**config.mk**
```make
export PLATFORM = sky130hd
export DESIGN_NAME = s2p_align_lanes
export DESIGN_NICKNAME = d
export VERILOG_FILES = /design/src/rtl/s2p_align_lanes.sv
export SDC_FILE = /design/constraint.sdc
export NUM_CORES = 1
export LEC_CHECK = 0
export CORE_UTILIZATION = 50
export CTS_CLUSTER_SIZE = 12
export DETAILED_ROUTE_END_ITERATION = 12
export PLACE_DENSITY = 0.81
export SLEW_MARGIN = 20
export SYNTH_ARGS = -nofsm -noshare
export SYNTH_HDL_FRONTEND = slang
export SYNTH_SLANG_ARGS = --single-unit
```
**constraint.sdc**
```tcl
create_clock -name CLK -period 2.61 [get_ports CLK]
set_input_delay 0.3915 -clock CLK [delete_from_list [all_inputs] [get_ports CLK]]
set_output_delay 0.3915 -clock CLK [all_outputs]
set_load 0.01 [all_outputs]
```
**src/rtl/s2p_align_lanes.sv**
```systemverilog
// Multi-lane serial-to-parallel deserializer with word alignment.
// Lane 0 is searched for SYNC_WORD. Once lock is reached, every lane
// presents one WIDTH-bit word per word boundary with a single-cycle valid.
module s2p_align_lanes #(
  parameter int unsigned     LANES     = 4,
  parameter int unsigned     WIDTH     = 8,
  parameter logic [WIDTH-1:0] SYNC_WORD = 8'hBC,
  parameter int unsigned     LOCK_CNT  = 2
) (
  input  logic                   CLK,
  input  logic                   reset,
  input  logic                   ENB,
  input  logic [LANES-1:0]       s_in,
  input  logic                   realign,
  output logic [LANES*WIDTH-1:0] p_out,
  output logic                   p_valid,
  output logic                   is_sync,
  output logic                   locked
);

  localparam int unsigned CntW   = $clog2(WIDTH);
  localparam int unsigned FillW  = $clog2(WIDTH + 1);
  localparam int unsigned MatchW = (LOCK_CNT < 2) ? 1 : $clog2(LOCK_CNT + 1);

  typedef enum logic [1:0] {StHunt, StCheck, StLocked} state_e;

  state_e                         state_q;
  logic [LANES-1:0][WIDTH-1:0]    sh_q;
  logic [LANES-1:0][WIDTH-1:0]    sh_nxt;
  logic [CntW-1:0]                bit_cnt_q;
  logic [FillW-1:0]               fill_q;
  logic [MatchW-1:0]              match_q;
  logic [LANES*WIDTH-1:0]         p_out_q;
  logic                           p_valid_q;
  logic                           is_sync_q;
  logic                           lane0_hit;
  logic                           word_end;
  logic                           fill_ok;

  // Post-shift view of every lane; first-received bit ends up as the MSB.
  always_comb begin
    for (int k = 0; k < int'(LANES); k++) begin
      sh_nxt[k] = {sh_q[k][WIDTH-2:0], s_in[k]};
    end
  end

  assign lane0_hit = (sh_nxt[0] == SYNC_WORD);
  assign word_end  = (bit_cnt_q == CntW'(WIDTH - 1));
  // The current shift will bring the fill to at least WIDTH bits.
  assign fill_ok   = (fill_q >= FillW'(WIDTH - 1));

  // Alignment FSM, shift registers, counters and registered outputs.
  always_ff @(posedge CLK or posedge reset) begin
    if (reset) begin
      state_q   <= StHunt;
      sh_q      <= '0;
      bit_cnt_q <= '0;
      fill_q    <= '0;
      match_q   <= '0;
      p_out_q   <= '0;
      p_valid_q <= 1'b0;
      is_sync_q <= 1'b0;
    end else begin
      p_valid_q <= 1'b0;
      is_sync_q <= 1'b0;
      if (realign) begin
        // p_out deliberately keeps its last word.
        state_q   <= StHunt;
        sh_q      <= '0;
        bit_cnt_q <= '0;
        fill_q    <= '0;
        match_q   <= '0;
      end else if (ENB) begin
        sh_q <= sh_nxt;
        unique case (state_q)
          StHunt: begin
            if (fill_q != FillW'(WIDTH)) fill_q <= fill_q + 1'b1;
            if (fill_ok && lane0_hit) begin
              bit_cnt_q <= '0;
              if (LOCK_CNT == 1) begin
                state_q <= StLocked;
              end else begin
                state_q <= StCheck;
                match_q <= MatchW'(1);
              end
            end
          end
          StCheck: begin
            bit_cnt_q <= word_end ? '0 : bit_cnt_q + 1'b1;
            if (word_end) begin
              if (lane0_hit) begin
                match_q <= match_q + 1'b1;
                if (MatchW'(match_q + 1'b1) == MatchW'(LOCK_CNT)) state_q <= StLocked;
              end else begin
                // Window is already full, so a hit on the very next bit counts.
                state_q <= StHunt;
                match_q <= '0;
                fill_q  <= FillW'(WIDTH);
              end
            end
          end
          StLocked: begin
            bit_cnt_q <= word_end ? '0 : bit_cnt_q + 1'b1;
            if (word_end) begin
              p_out_q   <= sh_nxt;
              p_valid_q <= 1'b1;
              is_sync_q <= lane0_hit;
            end
          end
          default: state_q <= StHunt;
        endcase
      end
    end
  end

  assign p_out   = p_out_q;
  assign p_valid = p_valid_q;
  assign is_sync = is_sync_q;
  assign locked  = (state_q == StLocked);

endmodule
```
==> impl_metrics.tcl <==
set metrics [dict create \
    cts_hold_buffers 0 \
    routed_wl_mm 5.81 \
    gp_congestion 0.738 \
    start_util 0.529 \
    max_cap_viol_count 0 \
    hold_violations 0 \
    dpl.hpwl_mm 3.86 \
    die_h_um 82.1 \
    fin_setup_tns_ns 0 \
    grt_max_degree 38 \
    cts_tree "yes" \
    slew_violations 0 \
    synth_ff_type "dfrtp_1" \
    antenna_found_initial 0 \
    drt_iter0_drc 75 \
    yosys-top-cells-count "dfrtp_1, nor2_1, mux2_1" \
    drive_gt1_frac 0.108 \
    clk_pin_slew_ns 0.08 \
    netlist_top_cells_area "dfrtp_1, mux2_1, mux2i_1, nor2_1, ha_1" \
    synth-seq-cells 73 \
    grt_pass1_vias 1926 \
    cp.arrival_ns 1.67 \
    syn_inst 244 \
    crit_fanout 3 \
    io_pins 43 \
    yosysSeqAreaShare 0.570 \
    nets 307 \
    synthArstFlopShare 1.00 \
    portBuffers 42 \
    min_path_type "primary input to async pin" \
    syn_area_um2 3210 \
    overflow 0 \
    dr.pass1.iters 4 \
    endpoint_kind "output pin" \
    p_total_mw 2.52 \
    slowest_delay_ns 0.56 \
    rsz0062_at_grt "no" \
    required_ns 2.22 \
    rows 28 \
    dieWidth_um 82.1 \
    finalCritPeriodShare 0.788 \
    period_needed_ns 2.06 \
    clock-sinks 73 \
    outcome "complete, no violations" \
    grt_use_total 0.187 \
    syn_nets 260 \
    fillCellCount 485 \
    area_growth_pct 20.7 \
    critPathSlowestCell "clkdlybuf4s50_1" \
    clk_latency_ns 0.35 \
    yosysMostFrequentCell "dfrtp_1" \
    htree_levels 3 \
    viasPerCell 5.49 \
    fin_skew_ns 0.0103 \
    p_per_area_nw_per_um2 651 \
    setup_viol 0 \
    critical_path.cell_chain "inv_1 -> ha_1 -> clkdlybuf4s50_1" \
    synth_top_area_frac 0.570 \
    cts_inserted_buffers 9 \
    ant_nets 0 \
    wl_per_cell_um 15.7 \
    cts_setup_buffers 0 \
    ys_types 44 \
    synth.avg_cell_area_um2 13.1 \
    cts-root-buf "clkbuf_8" \
    max_freq_mhz 486 \
    vias 2037 \
    peakVddDrop_v 0.000487 \
    cts_buffer_depth 2 \
    antennaDiodeCount 0 \
    drcViolationCount 0 \
    cts_resized 0 \
    die-area_um2 6740 \
    synth_area_leader_cell "dfrtp_1" \
    path_class "flip-flop to output pin" \
    cp-start-kind "flip-flop" \
    grt_pass1_wl_mm 9.18 \
    coreArea_um2 6060 \
    yosys_warnings 0 \
    synth-edff-count 0 \
    leakagePower_nw 1.96 \
    tightest_slew_ns 0.555 \
    slew_headroom 0.630 \
]
cell usage in the layout, fill, tap and decap left out, types with 3 or more instances in the layout:
cell	instances
dfrtp_1	73
clkdlybuf4s50_1	41
nor2_1	33
mux2_1	32
mux2i_1	30
clkbuf_8	10
inv_1	9
ha_1	8
nand2_1	4
buf_4	4
a21o_1	3
a31oi_1	3
metrics by stage:
stage	std cells	worst slack, ns	hold WS [ns]	utilization	instance area [um2]
2_1_floorplan	244	0.365	0.456	-	3210
3_3_place_gp	355	0.514	0.469	0.609	3690
3_5_place_dp	355	0.457	0.483	0.609	3690
4_1_cts	371	0.548	0.340	0.639	3870
5_1_grt	371	0.483	0.377	0.639	3870
6_report	371	0.553	0.336	0.639	3870
cell families (layout without fill, tap and decap cells):
kind of cell    after synthesis  in the layout  synth area share
simple gates                 50             50            0.0800
compound gates               28             28            0.0722
flops                        73             73             0.570
mux                          63             63             0.211
fa+ha+maj                     8              8            0.0312
buf+inv                      22             74            0.0359
area by class of cell:
class / instances / area, um2 / share of cell area
repair buffers: 47 / 465 / 0.120
inverters: 11 / 41.3 / 0.0107
multi-input cells: 149 / 1260 / 0.327
clock inverters: 5 / 37.5 / 0.00970
flip-flops and latches: 73 / 1830 / 0.472
well taps: 75 / 93.8 / 0.0242
clock buffers: 11 / 141 / 0.0365
layer usage:
layer | share of wire | GRT usage
met1 | 0.46 | 0.245
met2 | 0.49 | 0.297
met3 | 0.040 | 0.0633
met4 | 0.011 | 0.0526
met5 | 0 | 0
path summary, 6_finish.rpt:
kind | start | end | slack [ns] | depth (start not counted)
setup / recovery | state_q[0] | locked | 0.55 | 3
hold / removal | reset | p_out[20] | 0.34 | 2
setup reg to reg | bit_cnt_q[0] | p_out[3] | 0.72 | 4
hold reg to reg | p_out[21] | p_out[21] | 0.49 | 1
max in group asynchronous | reset | sh_nxt[15] | 1.68 | 3
min in group CLK | p_out[21] | p_out[21] | 0.49 | 1
sequential cells by signal (all words and copies together) (netlist names):
name	flops
p_out	32
p_valid	1
is_sync	1
sh_nxt	28
state_q	2
match_q	2
bit_cnt_q	3
fill_q	4
report_power, final:
part           switching (mW)  total, mW  internal (mW)
Sequential             0.0531       1.24           1.19
Clock                   0.425      0.801          0.376
Combinational           0.269      0.479          0.210
critical path, delay by kind of cell, from the launching register on:
kind | cells | cell delay (ns)
adders and majority gates | 1 | 0.25
buffers and inverters | 2 | 0.66
DFF | 1 | 0.41
Note: power is estimated with default switching activity, not from simulation.
